## src/rtl/pmem_arbiter.sv

```systemverilog
// pmem_arbiter: arbitrates I-cache and D-cache line requests onto one physical memory port.
module pmem_arbiter #(
  parameter int LINE_W = 256,
  parameter int ADDR_W = 32
) (
  input  logic              clk,
  input  logic              rst,
  input  logic              i_read,
  input  logic [ADDR_W-1:0] i_addr,
  output logic [LINE_W-1:0] i_rdata,
  output logic              instr_mem_resp_o,
  input  logic              d_read,
  input  logic              d_write,
  input  logic [ADDR_W-1:0] d_addr,
  input  logic [LINE_W-1:0] d_wdata,
  output logic [LINE_W-1:0] d_rdata,
  output logic              data_mem_resp_o,
  output logic              pmem_read,
  output logic              pmem_write,
  output logic [ADDR_W-1:0] pmem_addr,
  output logic [LINE_W-1:0] pmem_wdata,
  input  logic [LINE_W-1:0] pmem_rdata,
  input  logic              pmem_resp
);
  typedef enum logic [2:0] {IDLE, I_BUSY, D_BUSY, RESP_I, RESP_D} state_e;
  state_e state_q, state_d;
  logic last_d_q, last_d_d, wr_q, wr_d, grant_d, grant_i, busy;
  logic [ADDR_W-1:0] addr_q, addr_d;
  logic [LINE_W-1:0] wdata_q, wdata_d, i_rdata_q, i_rdata_d, d_rdata_q, d_rdata_d;
  // data side wins ties unless it was served last
  assign grant_d = (d_read || d_write) && (!i_read || !last_d_q);
  assign grant_i = i_read && !grant_d;
  always_comb begin
    state_d   = state_q;
    last_d_d  = last_d_q;
    wr_d      = wr_q;
    addr_d    = addr_q;
    wdata_d   = wdata_q;
    i_rdata_d = i_rdata_q;
    d_rdata_d = d_rdata_q;
    case (state_q)
      IDLE: begin
        if (grant_d) begin
          state_d  = D_BUSY;
          last_d_d = 1'b1;
          wr_d     = d_write;
          addr_d   = d_addr;
          wdata_d  = d_wdata;
        end else if (grant_i) begin
          state_d  = I_BUSY;
          last_d_d = 1'b0;
          wr_d     = 1'b0;
          addr_d   = i_addr;
        end
      end
      I_BUSY: if (pmem_resp) begin
        state_d   = RESP_I;
        i_rdata_d = pmem_rdata;
      end
      D_BUSY: if (pmem_resp) begin
        state_d   = RESP_D;
        d_rdata_d = wr_q ? d_rdata_q : pmem_rdata;
      end
      default: state_d = IDLE;
    endcase
  end
  always_ff @(posedge clk) begin
    if (rst) begin
      state_q   <= IDLE;
      last_d_q  <= 1'b0;
      wr_q      <= 1'b0;
      addr_q    <= '0;
      wdata_q   <= '0;
      i_rdata_q <= '0;
      d_rdata_q <= '0;
    end else begin
      state_q   <= state_d;
      last_d_q  <= last_d_d;
      wr_q      <= wr_d;
      addr_q    <= addr_d;
      wdata_q   <= wdata_d;
      i_rdata_q <= i_rdata_d;
      d_rdata_q <= d_rdata_d;
    end
  end
  assign busy             = (state_q == I_BUSY) || (state_q == D_BUSY);
  assign pmem_read        = !rst && busy && !wr_q;
  assign pmem_write       = !rst && busy && wr_q;
  assign pmem_addr        = addr_q;
  assign pmem_wdata       = wdata_q;
  assign i_rdata          = i_rdata_q;
  assign d_rdata          = d_rdata_q;
  assign instr_mem_resp_o = !rst && (state_q == RESP_I);
  assign data_mem_resp_o  = !rst && (state_q == RESP_D);
endmodule

```

## config.mk

```make
export PLATFORM = sky130hd
export DESIGN_NAME = pmem_arbiter
export DESIGN_NICKNAME = d
export VERILOG_FILES = /design/src/rtl/pmem_arbiter.sv
export SDC_FILE = /design/constraint.sdc
export NUM_CORES = 2
export LEC_CHECK = 0
export BUFFER_PORTS_ARGS = -buffer_cell sky130_fd_sc_hd__buf_2
export CAP_MARGIN = 10
export CORE_AREA = 2 2 545 547
export DETAILED_ROUTE_END_ITERATION = 6
export DIE_AREA = 0 0 547 549
export PLACE_DENSITY = 0.35
export SLEW_MARGIN = 0
export SYNTH_ARGS = -nofsm -noshare
export SYNTH_HDL_FRONTEND = slang
export SYNTH_SLANG_ARGS = --single-unit
```

## constraint.sdc

```tcl
create_clock -name clk -period 3.55 [get_ports clk]
set_clock_uncertainty 0.05 [all_clocks]
set_input_delay 0.1775 -clock clk [delete_from_list [all_inputs] [get_ports clk]]
set_output_delay 0.1775 -clock clk [all_outputs]
set_load 0.01 [all_outputs]
```

; Yosys cells after proc, flatten, opt, wreduce, memory -nomap -nowiden
; Index checks and enable logic that the tools add are counted.
[totals]
reg_bits = 805
in_bits = 582
out_inout_bits = 804
elab_cells = 47
[classes]
n_eq_ne = 7
n_mux = 10
bitwise_logic = 1
n_reduce_logical = 22
[ops]
columns = operator, count
row1 = $mux W32, 2
row2 = $mux W3, 4
row3 = $pmux W3 S3, 1
row4 = $logic_and A1 B1 Y1, 7
row5 = $eq A3 B2 Y1 const B, 2
row6 = $reduce_and A2 Y1, 3
row7 = $reduce_and A3 Y1, 2
row8 = $logic_not A1 Y1, 5
row9 = $ne A2 B2 Y1 const B, 2
row10 = $eq A3 B1 Y1 const B, 1
row11 = $eq A3 B3 Y1 const B, 1
row12 = $logic_not A3 Y1, 1
row13 = $logic_or A1 B1 Y1, 3
row14 = $mux W1, 3
row15 = $ne A3 B3 Y1 const B, 1
row16 = $reduce_bool A2 Y1, 1
row17 = $not A1 Y1, 1

; Logic depth before layout (Yosys ltp)
[depth]
ltp_word = 8
depth_mapped = 7
ltp_nobuf = 3

; Worst setup path after synthesis
; Ideal clock, no wire load.
[synth_timing]
path_kind = register to register
from = reg state_q[2]
to = reg wdata_q[233] (netlist: pmem_wdata[233])
setup_time_ps = 132
t_arrival_ps = 1317
t_required_ps = 3368
setup_slack_ps = 2051
stages_incl_launch_ff = 7
path_buffers = 3
synth_period_minus_slack_ps = 1499
cell_sequence = dfxtp_1 > or3_1 > buf_2 > clkbuf_1 > clkbuf_1 > o21ai_0 > a21oi_1
[synth_between]
elab_chain_cells = 2
[synth_lines]
columns = element, line
row1 = from (decl), 26  ; state_e state_q, state_d;
row2 = from (signal assigned), 77  ; state_q <= state_d;
row3 = $logic_not A3 Y1, 41  ; case (state_q)
row4 = $reduce_and A2 Y1 (no source line), -
row5 = to (signal assigned), 81  ; wdata_q <= wdata_d;
row6 = to (decl), 29  ; logic [LINE_W-1:0] wdata_q, wdata_d, i_rdata_q, i_rdata_d, d_rdata_q, d_rdata_d;
; Every way passes these cells.
; A chain may end at the register's enable or synchronous reset.

; Worst setup path in the final report
[layout_timing]
from = reg state_q[0]
to = reg addr_q[10] (netlist: pmem_addr[10])
[layout_between]
elab_chain_cells = 2
[layout_lines]
columns = element, line
row1 = $logic_not A3 Y1, 41
row2 = $reduce_and A2 Y1 (no source line), -
row3 = to (signal assigned), 80  ; addr_q <= addr_d;
row4 = to (decl), 28  ; logic [ADDR_W-1:0] addr_q, addr_d;
; Every way passes these cells.

==> impl_metrics.env <==
export IMPL_drt_antenna_violating_nets=0
export IMPL_start_util=0.101
export IMPL_seq_area_frac_synth=0.542
export IMPL_final_nets=6062
export IMPL_setup_tns_ns=0
export IMPL_antenna_found_initial=88
export IMPL_cp_cell_sequence="or3_4, nor2_4, buf_4, a311oi_1, dlygate4sd3_1"
export IMPL_die_w_um=547
export IMPL_outcome="finished clean"
export IMPL_synth_async_reset_ratio=0
export IMPL_rsz0062_at_grt="no"
export IMPL_busiest_layer="met2"
export IMPL_core_area_um2=295000
export IMPL_grt_pass1_wl_um=274000
export IMPL_cts_sinks=805
export IMPL_grt_overflow=0
export IMPL_slew_violations=0
export IMPL_met3_usage=0.0368
export IMPL_grt_pass1_vias=34932
export IMPL_syn_cell_area_um2=29700
export IMPL_num_io_pins=1386
export IMPL_synth_edff_count=0
export IMPL_maxCapViolations=0
export IMPL_rrSetupSlack_ns=0.61
export IMPL_syn_to_final_growth_pct=70.5
export IMPL_post_route_period_util=0.828
export IMPL_finalWeightedCongestion=0.908
export IMPL_layout_common_cells="buf_2, dfxtp_1, a21oi_1"
export IMPL_dp_cells=8707
export IMPL_track_usage=0.125
export IMPL_die_h_um=549
export IMPL_grt_util_met1=0.147
export IMPL_ys_seq_elements=805
export IMPL_dieArea_um2=300000
export IMPL_cts_max_path_buffers=4
export IMPL_numCtsBuffers=106
export IMPL_io_buffers=1385
export IMPL_power_density_nw_per_um2=520
export IMPL_final_hold_viol_count=0
export IMPL_synth_warnings=0
export IMPL_vias=35253
export IMPL_cp_required_ns=4.17
export IMPL_ys_top_cells_by_area="dfxtp_1, a21oi_1, nand3_1"
export IMPL_hold_depth=4
export IMPL_cp_startpoint="state_q[0]$_SDFFE_PP0P_"
export IMPL_syn_inst=3663
export IMPL_cts_max_level=3
export IMPL_fin_crit_ns=2.94
export IMPL_drive_above_1_share=0.300
export IMPL_first_pass_iters=5
export IMPL_leakagePower_nw=20.5
export IMPL_slew_limit_headroom=0.426
export IMPL_synth_cell_type_count=31
export IMPL_drtIter0Drc=2480
export IMPL_r2r_start="state_q[0]$_SDFFE_PP0P_"
export IMPL_critPathSlowestCell="or3_4"
export IMPL_crit_buf_inv=2
export IMPL_critical_path_endpoint="pmem_addr[10]$_SDFFE_PP0P_"
export IMPL_place_area_um2=41100
export IMPL_worstSkewPairLatency_ns=0.82
export IMPL_timing_fmax_mhz=340
export IMPL_synth_top_area_frac=0.542
export IMPL_cpPeakStageDelay_ns=0.67
export IMPL_layout_commonest_cell="buf_2"
export IMPL_dp_hpwl_um=152000
export IMPL_end_kind="flip-flop"
export IMPL_postSynthAreaPerCell_um2=8.12
export IMPL_crit_arrival_ns=3.55
export IMPL_setup_ws_ns=0.612
export IMPL_setup_viol=0
export IMPL_worst_slew_pin_slew_ns=0.861
export IMPL_clkSlewWorstSetupHoldPaths_ns=0.08
export IMPL_preCtsSetupSlack_ns=1.16
export IMPL_remaining_drc_errors=0
export IMPL_min_path_type="in -> reg"
export IMPL_final_area_um2=50700
export IMPL_synth_ff_type="dfxtp_1"
export IMPL_grt_start_max_net_pins=164
export IMPL_final_cells=9536
export IMPL_wl_per_cell_um=20.8
export IMPL_cts_root_buf="clkbuf_16"
export IMPL_path_depth=5
export IMPL_core_rowCount=200
export IMPL_grtUsageMet2=0.213
export IMPL_wirelength_um=198000
export IMPL_startpoint_type="flip-flop"
export IMPL_synth_fp_nets=4245
export IMPL_ir_drop_mv=0.333
export IMPL_crit_fanout=48
export IMPL_synth_area_leader_cell="dfxtp_1"
export IMPL_via_per_inst=3.70
export IMPL_cts_tree="built"
export IMPL_worstSetupPathType="reg -> reg"
export IMPL_rr_endpoint="pmem_addr[10]$_SDFFE_PP0P_"
export IMPL_path_delay_family="buffers and inverters"
export IMPL_reg2regPathDepth=5
export IMPL_final_util=0.172
area by class of cell:
class,count,area (um2)
Tap cell,3939,4930
Clock buffer,159,3130
Timing Repair Buffer,2104,14200
Antenna cell,41,103
Sequential cell,805,16100
Fill cell,33656,244000
Clock inverter,25,363
Multi-Input combinational cell,2463,11900
how the worst min path moves through the flow:
stage               startpoint                            to
6_report       pmem_rdata[114]     i_rdata[114]$_SDFFE_PP0P_
5_1_grt          pmem_rdata[1]       i_rdata[1]$_SDFFE_PP0P_
4_1_cts        pmem_rdata[114]     i_rdata[114]$_SDFFE_PP0P_
3_5_place_dp      d_wdata[133]  pmem_wdata[133]$_SDFFE_PP0P_
3_3_place_gp   pmem_rdata[199]     i_rdata[199]$_SDFFE_PP0P_
2_1_floorplan    pmem_rdata[0]       i_rdata[0]$_SDFFE_PP0P_
worst register-to-register path, delay by kind of cell, from the launching register on:
kind            cells  cell delay [ns]
flops               1             0.47
simple gates        2             0.87
compound gates      1             0.31
buf+inv             2             1.09
cells in the mapped netlist (all sizes together) (2+ instances only):
master and number:
and3b 2, nor4 2, dfxtp 805, nor3 3, nand3 513, buf 179
nor2 3, o21ai 514, or3 2, nand2 577, a21oi 803, clkbuf 216
a311oi 32
routing by layer:
layer,vias up,share of wire
met5,-,0.0013
met4,40,0.038
met3,344,0.077
met2,1458,0.48
met1,16976,0.41
li1,16435,-
per-stage QoR:
stage	hold slack (ns)	power, mW
after detailed placement	0.387	14.9
after CTS	0.0000504	26.9
after floorplan	0.263	12.4
after global placement	0.381	14.9
final	0.106	26.4
after global routing	0.0582	27.6
power breakdown:
group	total [mW]	leakage (nW)	internal, mW	switching, mW
registers	10.0	6.56	9.67	0.358
logic	5.29	12.3	1.93	3.36
clock network	11.1	1.72	6.57	4.50
total	26.4	20.5	18.2	8.21
registers in the layout (all words and copies together), names as in the netlist:
register,count
d_rdata,256
i_rdata,256
pmem_wdata,256
pmem_addr,32
state_q,3
last_d_q,1
wr_q,1
logic make-up (layout without fill, tap and decap cells):
logic type                after synthesis  in the layout  share of synthesized area
other                                   0             41                          0
AOI/OAI and AO/OA                    1353           1353                      0.233
and+or+nand+nor                      1108           1108                      0.163
buffers and inverters                 395           2288                     0.0610
muxes                                   1              1                   0.000337
DFF                                   805            805                      0.542
xor gates and xnor gates                1              1                   0.000295
what timing repair did:
item,CTS,global route
endpoints found under the hold margin,804,0
setup buffers,0,0
resized for setup,0,0
hold buffers,604,0
No activity file was read; power rests on OpenSTA's default activity.
